==> src/rtl/uart_cmd_arbiter_pkg.sv <==
// Shared encodings for the RS-422 command-link arbiter: FSM states, reply flag
// and the frame delimiters the link layer already uses.
package uart_cmd_pkg;

    typedef enum logic [1:0] {
        IDLE     = 2'd0,
        ISSUE    = 2'd1,
        SEND     = 2'd2,
        WAIT_ACK = 2'd3
    } arb_state_t;

    // A remote reply echoes the command byte with this bit set.
    localparam logic [7:0] ACK_FLAG = 8'h80;

    localparam logic [7:0] FRAME_SYNC0 = 8'hAA;
    localparam logic [7:0] FRAME_SYNC1 = 8'h55;
    localparam logic [7:0] FRAME_END   = 8'hEF;

    function automatic logic [7:0] ack_of(input logic [7:0] cmd);
        return cmd | ACK_FLAG;
    endfunction

endpackage

==> src/rtl/uart_cmd_arbiter_rr_pick.sv <==
// Combinational round-robin picker: first set request strictly after ptr,
// wrapping from N_REQ-1 back to 0 (ptr itself is checked last).
module rr_pick
    import uart_cmd_pkg::*;
#(
    parameter int N_REQ = 4
) (
    input  logic [N_REQ-1:0] req,
    input  logic [2:0]       ptr,
    output logic [2:0]       grant,
    output logic             found
);

    always_comb begin
        grant = ptr;
        found = 1'b0;
        for (int k = 1; k <= N_REQ; k++) begin
            for (int j = 0; j < N_REQ; j++) begin
                if (!found && req[j] && (j == ((int'(ptr) + k) % N_REQ))) begin
                    found = 1'b1;
                    grant = 3'(j);
                end
            end
        end
    end

endmodule

==> src/rtl/uart_cmd_arbiter.sv <==
// Round-robin sharing of the framed command transmit channel among N_REQ requesters.
// Define CMD_ACK_EN to add reply matching, ack timeout and retry with req_err reporting.
module uart_cmd_arbiter
    import uart_cmd_pkg::*;
#(
    parameter int          N_REQ       = 4,
    parameter logic [31:0] ACK_TIMEOUT = 32'd50000,
    parameter int          MAX_RETRY   = 2
) (
    input  logic                  clk,
    input  logic                  rst_n,
    input  logic [N_REQ-1:0]      req_valid,
    input  logic [8*N_REQ-1:0]    req_cmd,
    input  logic [32*N_REQ-1:0]   req_data,
    output logic [N_REQ-1:0]      req_done,
    output logic [N_REQ-1:0]      req_err,
    output logic                  command_tx_ready,
    output logic [7:0]            command_tx,
    output logic [31:0]           data_field_tx,
    input  logic                  command_tx_status,
    input  logic                  command_tx_over,
    input  logic                  command_rx_ready,
    input  logic [7:0]            command_rx,
    output logic                  busy,
    output logic [2:0]            grant_id
);

    arb_state_t  state;
    arb_state_t  next_state;
    logic [2:0]  ptr;
    logic [2:0]  pick_idx;
    logic        pick_found;
    logic [7:0]  pick_cmd;
    logic [31:0] pick_data;
    logic [7:0]  snap_cmd;
    logic [31:0] snap_data;
    logic        load_grant;
    logic        done_set;
    logic        pulse_active;

`ifdef CMD_ACK_EN
    logic [31:0] tmo_cnt;
    logic [7:0]  retry_cnt;
    logic        reply_match;
    logic        timed_out;
    logic        retry_ok;
    logic        retry_inc;
    logic        err_set;

    assign reply_match = command_rx_ready && (command_rx == ack_of(snap_cmd));
    assign timed_out   = (tmo_cnt == (ACK_TIMEOUT - 32'd1));
    assign retry_ok    = (retry_cnt < 8'(MAX_RETRY));
`endif

    rr_pick #(.N_REQ(N_REQ)) u_pick (
        .req   (req_valid),
        .ptr   (ptr),
        .grant (pick_idx),
        .found (pick_found)
    );

    always_comb begin
        pick_cmd  = '0;
        pick_data = '0;
        for (int j = 0; j < N_REQ; j++) begin
            if (pick_idx == 3'(j)) begin
                pick_cmd  = req_cmd[8*j +: 8];
                pick_data = req_data[32*j +: 32];
            end
        end
    end

    // The cycle a done/err pulse is visible gives the requester time to drop req_valid.
    assign pulse_active = (|req_done) || (|req_err);

    always_comb begin
        next_state = state;
        load_grant = 1'b0;
        done_set   = 1'b0;
`ifdef CMD_ACK_EN
        retry_inc  = 1'b0;
        err_set    = 1'b0;
`endif
        case (state)
            IDLE: begin
                if (!pulse_active && pick_found) begin
                    load_grant = 1'b1;
                    next_state = ISSUE;
                end
            end
            ISSUE: begin
                if (command_tx_status) begin
                    next_state = SEND;
                end
            end
            SEND: begin
                if (command_tx_over) begin
`ifdef CMD_ACK_EN
                    next_state = WAIT_ACK;
`else
                    next_state = IDLE;
                    done_set   = 1'b1;
`endif
                end
            end
            WAIT_ACK: begin
`ifdef CMD_ACK_EN
                // A reply arriving on the timeout cycle still counts as success.
                if (reply_match) begin
                    done_set   = 1'b1;
                    next_state = IDLE;
                end else if (timed_out) begin
                    if (retry_ok) begin
                        retry_inc  = 1'b1;
                        next_state = ISSUE;
                    end else begin
                        err_set    = 1'b1;
                        next_state = IDLE;
                    end
                end
`else
                next_state = IDLE;
`endif
            end
            default: next_state = IDLE;
        endcase
    end

    // The snapshot only loads on a grant, so requester changes during service are ignored.
    always_ff @(posedge clk) begin
        if (!rst_n) begin
            state     <= IDLE;
            ptr       <= '0;
            snap_cmd  <= '0;
            snap_data <= '0;
            req_done  <= '0;
        end else begin
            state    <= next_state;
            req_done <= done_set ? (N_REQ'(1) << ptr) : '0;
            if (load_grant) begin
                ptr       <= pick_idx;
                snap_cmd  <= pick_cmd;
                snap_data <= pick_data;
            end
        end
    end

`ifdef CMD_ACK_EN
    always_ff @(posedge clk) begin
        if (!rst_n) begin
            tmo_cnt   <= '0;
            retry_cnt <= '0;
            req_err   <= '0;
        end else begin
            req_err <= err_set ? (N_REQ'(1) << ptr) : '0;
            if (load_grant) begin
                retry_cnt <= '0;
            end else if (retry_inc) begin
                retry_cnt <= retry_cnt + 8'd1;
            end
            if (state == SEND && command_tx_over) begin
                tmo_cnt <= '0;
            end else if (state == WAIT_ACK) begin
                tmo_cnt <= tmo_cnt + 32'd1;
            end
        end
    end
`else
    logic unused_ack;
    assign unused_ack = ^{command_rx_ready, command_rx, ACK_TIMEOUT, 32'(MAX_RETRY)};
    assign req_err    = '0;
`endif

    // The pointer always holds the most recent grant, so it doubles as grant_id.
    assign grant_id         = ptr;
    assign busy             = (state != IDLE);
    assign command_tx_ready = (state == ISSUE);
    assign command_tx       = snap_cmd;
    assign data_field_tx    = snap_data;

endmodule

==> config.mk <==
export PLATFORM = sky130hd
export DESIGN_NAME = uart_cmd_arbiter
export DESIGN_NICKNAME = d
export VERILOG_FILES = /design/src/rtl/uart_cmd_arbiter_pkg.sv /design/src/rtl/uart_cmd_arbiter_rr_pick.sv /design/src/rtl/uart_cmd_arbiter.sv
export SDC_FILE = /design/constraint.sdc
export NUM_CORES = 1
export LEC_CHECK = 0
export BUFFER_PORTS_ARGS = -buffer_cell sky130_fd_sc_hd__buf_2
export CORE_MARGIN = 2
export CORE_UTILIZATION = 45
export DETAILED_ROUTE_END_ITERATION = 16
export HOLD_SLACK_MARGIN = 0.06
export PLACE_DENSITY = 0.87
export SYNTH_ARGS = -nofsm -noshare
export SYNTH_HDL_FRONTEND = slang
export SYNTH_SLANG_ARGS = --single-unit
==> constraint.sdc <==
create_clock -name clk -period 2.6 [get_ports clk]
set_input_delay 0.39 -clock clk [delete_from_list [all_inputs] [get_ports clk]]
set_output_delay 0.39 -clock clk [all_outputs]
set_load 0.01 [all_outputs]
After elaboration in Yosys (flattened, before gate mapping)
Cells that the tools add are included.
- shifts and indexed selects: 1
- reductions and logical operators: 62
- div/mod/pow operators: 0
- eq/ne operators: 21
- multiply operators: 0
- $add $sub $neg: 4
- multiplexer cells: 48
- bitwise logic cells: 4
- order comparisons: 0
- operators by type and width (operator ; number):
    32-bit zero test ; 4
    32-bit 2-to-1 mux ; 4
    3-bit 2-to-1 mux ; 16
    1-bit logical AND ; 32
    8-bit 2-to-1 mux ; 4
    3-bit == test (first input constant) ; 8
    1-bit 2-to-1 mux ; 20
    1-bit zero test ; 16
    2-bit by 3-bit == test with 1-bit output (first input constant) ; 4
    2-bit case mux with 4 select lines ; 1
    2-bit OR reduction ; 4
    3-bit by 2-bit == test with 1-bit output (second input constant) ; 2
    2-bit 2-to-1 mux ; 3
    2-bit by 1-bit adder with 2-bit output (second input constant) ; 2
    2-bit adder (second input constant) ; 2
    1-bit AND (first input constant) ; 4
    2-bit == test (second input constant) ; 2
    2-bit != test (second input constant) ; 2
    4-bit OR reduction ; 1
    1-bit by 3-bit << shifter with 4-bit output (first input constant) ; 1
    3-bit by 1-bit == test with 1-bit output (second input constant) ; 1
    3-bit zero test ; 1
    3-bit AND reduction ; 1
    2-bit by 1-bit == test with 1-bit output (second input constant) ; 1
    4 further kinds ; 4
- bits in writable memories: 0
- input bits: 177
- memories kept: 0
- logic and storage cells: 145
- bits in read-only memories: 0
- output and inout bits: 53
- latch bits: 0
- register bits: 49

Longest topological paths before layout
- depth after elaboration: 71
- gate-level depth with buffers: 8
- gate-level depth less buffers: 5

Hierarchy
A second synthesis with hierarchy kept.
- cell total of the unflattened synthesis: 340
- area total of the unflattened synthesis: 3281.9 um^2
- by module, submodules not included (module ; seq. area each (um^2) ; area an instance (um^2) ; instances ; cells an instance):
    uart_cmd_arbiter ; 980.9 ; 3189.3 ; 1 ; 323
    rr_pick ; 0.0 ; 92.6 ; 1 ; 17

Worst setup path before layout
Ideal clock, no wire load.
- kind: in2reg
- start point: input req_valid[0]
- end point: register snap_cmd[6] (netlist: command_tx[6])
- path buffers: 2
- slack: 804 ps
- required time: 2478 ps
- setup time: 122 ps
- arrival: 1674 ps
- stages: 7
- cells stage by stage: buf_2 -> nor4_4 -> and2_2 -> a21oi_1 -> buf_4 -> a221oi_2 -> a21oi_1
- word-level cells in the longest chain between the ends: 67
- elaborated cells on any way between the ends: 89
- classes of those cells: eq/ne: 3; mux: 38; reduce/logical: 48
- ends and longest elaborated chain (what ; line ; text):
    start: declaration ; uart_cmd_arbiter.sv:12 ; input logic [N_REQ-1:0] req_valid,
    1-bit logical AND ; uart_cmd_arbiter_rr_pick.sv:19 ; if (!found && req[j] && (j == ((int'(ptr) + k) % N_REQ))) begin
    1-bit 2-to-1 mux ; uart_cmd_arbiter_rr_pick.sv:19 ;
    1-bit zero test ; uart_cmd_arbiter_rr_pick.sv:19 ;
    1-bit logical AND (2 in series) ; uart_cmd_arbiter_rr_pick.sv:19 ;
    1-bit 2-to-1 mux ; uart_cmd_arbiter_rr_pick.sv:19 ;
    1-bit zero test ; uart_cmd_arbiter_rr_pick.sv:19 ;
    1-bit logical AND (2 in series) ; uart_cmd_arbiter_rr_pick.sv:19 ;
    1-bit 2-to-1 mux ; uart_cmd_arbiter_rr_pick.sv:19 ;
    [... 44 more ...] ; n/a ;
    1-bit zero test ; uart_cmd_arbiter_rr_pick.sv:19 ;
    1-bit logical AND (2 in series) ; uart_cmd_arbiter_rr_pick.sv:19 ;
    1-bit 2-to-1 mux ; uart_cmd_arbiter_rr_pick.sv:19 ;
    1-bit zero test ; uart_cmd_arbiter_rr_pick.sv:19 ;
    1-bit logical AND (2 in series) ; uart_cmd_arbiter_rr_pick.sv:19 ;
    3-bit 2-to-1 mux ; uart_cmd_arbiter_rr_pick.sv:19 ;
    3-bit zero test ; uart_cmd_arbiter.sv:66 ; if (pick_idx == 3'(j)) begin
    8-bit 2-to-1 mux (4 in series) ; uart_cmd_arbiter.sv:66 ;
    end signal: assignment ; uart_cmd_arbiter.sv:142 ; snap_cmd <= pick_cmd;
    end: declaration ; uart_cmd_arbiter.sv:35 ; logic [7:0] snap_cmd;
Several ways; a longest one is shown, not always the timed one.
A chain may end at the register's enable or synchronous reset.

Worst setup path in the final report
- start point: register ptr[1] (netlist: grant_id[1])
- end point: register snap_cmd[4] (netlist: command_tx[4])
- word-level cells in the longest chain between the ends: 71
- elaborated cells on any way between the ends: 117
- classes of those cells: add/sub: 4; eq/ne: 15; mux: 38; bitwise: 4; reduce/logical: 56
- ends and longest elaborated chain (what ; line ; text):
    start: declaration ; uart_cmd_arbiter.sv:30 ; logic [2:0] ptr;
    start signal: assignment ; uart_cmd_arbiter.sv:141 ; ptr <= pick_idx;
    2-bit by 1-bit adder with 2-bit output ; uart_cmd_arbiter_rr_pick.sv:19 ;
    2-bit OR reduction (no source line) ; n/a ;
    1-bit AND (no source line) ; n/a ;
    32-bit zero test ; uart_cmd_arbiter_rr_pick.sv:19 ;
    1-bit logical AND ; uart_cmd_arbiter_rr_pick.sv:19 ;
    1-bit 2-to-1 mux ; uart_cmd_arbiter_rr_pick.sv:19 ;
    1-bit zero test ; uart_cmd_arbiter_rr_pick.sv:19 ;
    1-bit logical AND (2 in series) ; uart_cmd_arbiter_rr_pick.sv:19 ;
    [... 49 more ...] ; n/a ;
    1-bit zero test ; uart_cmd_arbiter_rr_pick.sv:19 ;
    1-bit logical AND (2 in series) ; uart_cmd_arbiter_rr_pick.sv:19 ;
    1-bit 2-to-1 mux ; uart_cmd_arbiter_rr_pick.sv:19 ;
    1-bit zero test ; uart_cmd_arbiter_rr_pick.sv:19 ;
    1-bit logical AND (2 in series) ; uart_cmd_arbiter_rr_pick.sv:19 ;
    3-bit 2-to-1 mux ; uart_cmd_arbiter_rr_pick.sv:19 ;
    3-bit zero test ; uart_cmd_arbiter.sv:66 ;
    8-bit 2-to-1 mux (4 in series) ; uart_cmd_arbiter.sv:66 ;
Several ways; a longest one is shown, not always the timed one.

==> summary by stage <==
Run status
The run finished with clean final reports.

Timing
The number of setup violations in the final report is 0. The aggregate negative setup slack is 0 ns. The number of slew-limit violations in the final report was 0. The highest attainable clock frequency is 0.446 GHz. The measured slew at the worst slew-check pin is around 0.84 ns. The worst-case headroom to the max-slew limit is 0.442. The clock arrives with 0.00728 ns of skew.

The minimum clock period after layout is 2.24 ns. The share of the cycle needed by the critical path after routing is 0.862. Setup repair after global routing left no endpoint under its margin. The number of failing hold endpoints at the final stage is 0.

Power and ir drop
In this run the static leakage power is between 2 and 2.5 nW. The overall power is 0.00267 W. VDD sags by at most between 0.3 and 0.4 mV. Dividing total power by cell area gives a power density of a little over 600 nW/um2.

Synthesis
The share of synthesized area in the top cell type comes to 0.303. By area the synthesized netlist is led by dfxtp_1, a221oi_2, a21oi_1. The number of different library cells in the post-synthesis netlist is 46. By count the netlist is led by dfxtp_1, a21oi_1, o21ai_0. The post-synthesis register bit count is 49. The proportion of register bits with asynchronous set or reset after synthesis is 0. Yosys mapped a number of flops with a built-in enable equal to 0. In this run the mean area of a mapped cell was 8.53 um2. Of the synthesized area, sequential elements account for 0.303. The cell type with the largest total area after synthesis is dfxtp_1. For this run, the number of Yosys warnings is 0.

The most used flip-flop cell after synthesis is dfxtp_1. By instance count, the leading cell after synthesis is dfxtp_1. Summing every instance area after synthesis gives 3230 um2.

After technology mapping, the gate count stands at 379.

Clock network
The H-tree was split into 2 levels. Buffers added to address setup during post-CTS repair amount to 0. The CTS tree is built.

The number of sinks on the clock net is 49. Post-CTS repair changed the size of 0 cells. Clock latency on the worst-skew pair, taken at its later pin, is 0.30 ns. The tree is rooted in a clkbuf_8. In this run, CTS created clock tree buffers numbering 5. In this run, post-CTS hold repair placed 0 buffers.

The number of buffers on the longest clock path is 2. The clock edge transition at the registers on the reported setup and hold paths is 0.09 ns.

Worst setup path
STA classifies the critical path startpoint as a register. Traced cell by cell, the critical path runs through nand2_1 -> nor3b_1 -> o31ai_4 -> a222oi_1 -> a21oi_1. The kind of cell with the highest combined delay along the critical path is compound AO/OA/AOI/OAI gates. For this run, the slowest stage of the critical path takes 0.73 ns. For the worst setup path, the data required time is between 2 and 3 ns. The arrival time of data at the critical path endpoint is 2.48 ns. For this design, the slowest cell found on the critical path is o31ai_4. The biggest fanout along the worst timing path is 18. For the worst flop-to-flop path, the logic depth is 5. Counting buffers and inverters, the worst setup path is 5 cells deep. The worst setup path is of the register to register kind. STA classifies the critical path endpoint as a register. The critical path contains buffers and inverters numbering 0 combined.

Finish
The storage element area is just under 1000 um2. The layout has 611 filler cells. In the final design database the tool counted 747 nets. The share of final-layout standard cells stronger than drive strength 1 is 0.470. The multi-input combinational cells in the finished layout cover a total of 1990 um2. The layout-stage area growth over the synthesis result is 36.6%. The count of antenna diodes in the layout is 0.

Detailed routing
In the final routed layout, each cell accounts on average for 18.5 um. The total wire length is 12300 um. After detailed routing, the number of remaining DRC violations is 0.

The first-pass iteration count of the detailed router is 9. The average via count per standard cell is 6.18. The first routing iteration left 372 violations. The final route contains around 4100 vias. The remaining antenna violation count is 0.

Place
The count of buffers inserted at the top-level ports is 216. The routability congestion estimate is between 0.8 and 0.9. After legalization and detailed placement, the total HPWL measured 9350 um.

Global routing
The remaining global-route overflow is 0. The initial antenna violation count came to 0. The via count of the first global-routing pass is 3700. The first global-routing pass estimated 17700 um of wire. Entering global routing, the biggest net connects 30 pins. For this run, the total global-route usage over all layers was measured as 0.286.

Floorplan
In this run the horizontal extent of the chip is 88.8 um. The die extent in y is roughly 89 um. The I/O pin count is 230.

The core region area is 6870 um2. In this run the core area contains 30 standard-cell rows. The area of the die is 7880 um2. The initial utilization of the core area, before any placement, comes to 0.471.

Job
The tool flagged a number of max-cap violations equal to 0.

Min path
The worst hold path passes through 3 cells. The worst hold-check path type is input port to register.
==> placed cells by master, fill, tap and decap left out, types with 2 or more instances in the layout <==
cell type / count
nand2b_1: 4
a2111oi_0: 7
clkbuf_8: 5
a221oi_2: 16
nor3_1: 4
and2_1: 2
a211oi_1: 6
nand4_1: 18
nor3b_1: 3
a222oi_1: 17
nand3_1: 6
buf_2: 216
conb_1: 4
o31ai_1: 23
a31oi_1: 19
nand2_1: 10
dfxtp_1: 49
o21ai_1: 2
a21oi_1: 37
nor2b_1: 5
o21ai_0: 35
a21oi_2: 3
a22o_1: 2
inv_1: 3
nor2_1: 4
buf_4: 17
o21a_1: 2
a21o_1: 19
o21bai_1: 2
o31a_1: 12
==> cell type report <==
class,instances,share of cell area
clock buffer,5,0.0156
tap,96,0.0272
sequential,49,0.222
multi-input combinational,278,0.451
clock inverter,2,0.00793
inverter,3,0.00255
timing repair buffer,233,0.274
==> final timing paths <==
check | start | slack (ns) | to
max | grant_id[1] | 0.36 | command_tx[4]
min | req_data[45] | 0.36 | data_field_tx[13]
max reg2reg | grant_id[1] | 0.36 | command_tx[4]
min reg2reg | data_field_tx[25] | 0.47 | data_field_tx[25]
==> sequential cells by signal, summed over array words and instances (netlist names) <==
register / cells
data_field_tx: 32
command_tx: 8
req_done: 4
grant_id: 3
state: 2
==> where the power goes <==
part	total, W	internal [W]	leakage (nW)	switching (W)
sequential	0.000947	0.000871	0.406	0.0000764
combinational	0.00118	0.000503	1.61	0.000676
clock	0.000540	0.000280	0.0540	0.000260
==> per-layer routing <==
layer	global-route usage	share of wire
met4	0.109	0.022
met1	0.360	0.38
met5	0	0
met2	0.480	0.50
met3	0.0578	0.10
==> tightest hold or removal path: stages <==
cell and delay (ns):
buf_2 0.08, a222oi_1 0.05, a21oi_1 0.11
==> per-stage QoR <==
stage | hold WS, ns | cells | cell area [um2] | utilization | worst slack, ns
2_1_floorplan | 0.494 | 382 | 3250 | - | 0.804
4_1_cts | 0.356 | 666 | 4420 | 0.643 | 0.370
3_5_place_dp | 0.459 | 659 | 4310 | 0.628 | 0.387
6_report | 0.359 | 666 | 4420 | 0.643 | 0.360
3_3_place_gp | 0.458 | 659 | 4310 | 0.628 | 0.468
5_1_grt | 0.370 | 666 | 4420 | 0.643 | 0.136
==> kinds of logic after synthesis <==
group / after synthesis / share of synthesized area
buffers and inverters: 55 / 0.0936
DFF: 49 / 0.303
AOI/OAI and AO/OA: 207 / 0.479
other: 1 / 0.00116
and+or+nand+nor: 67 / 0.123
Power figures use the tool's default switching activity.
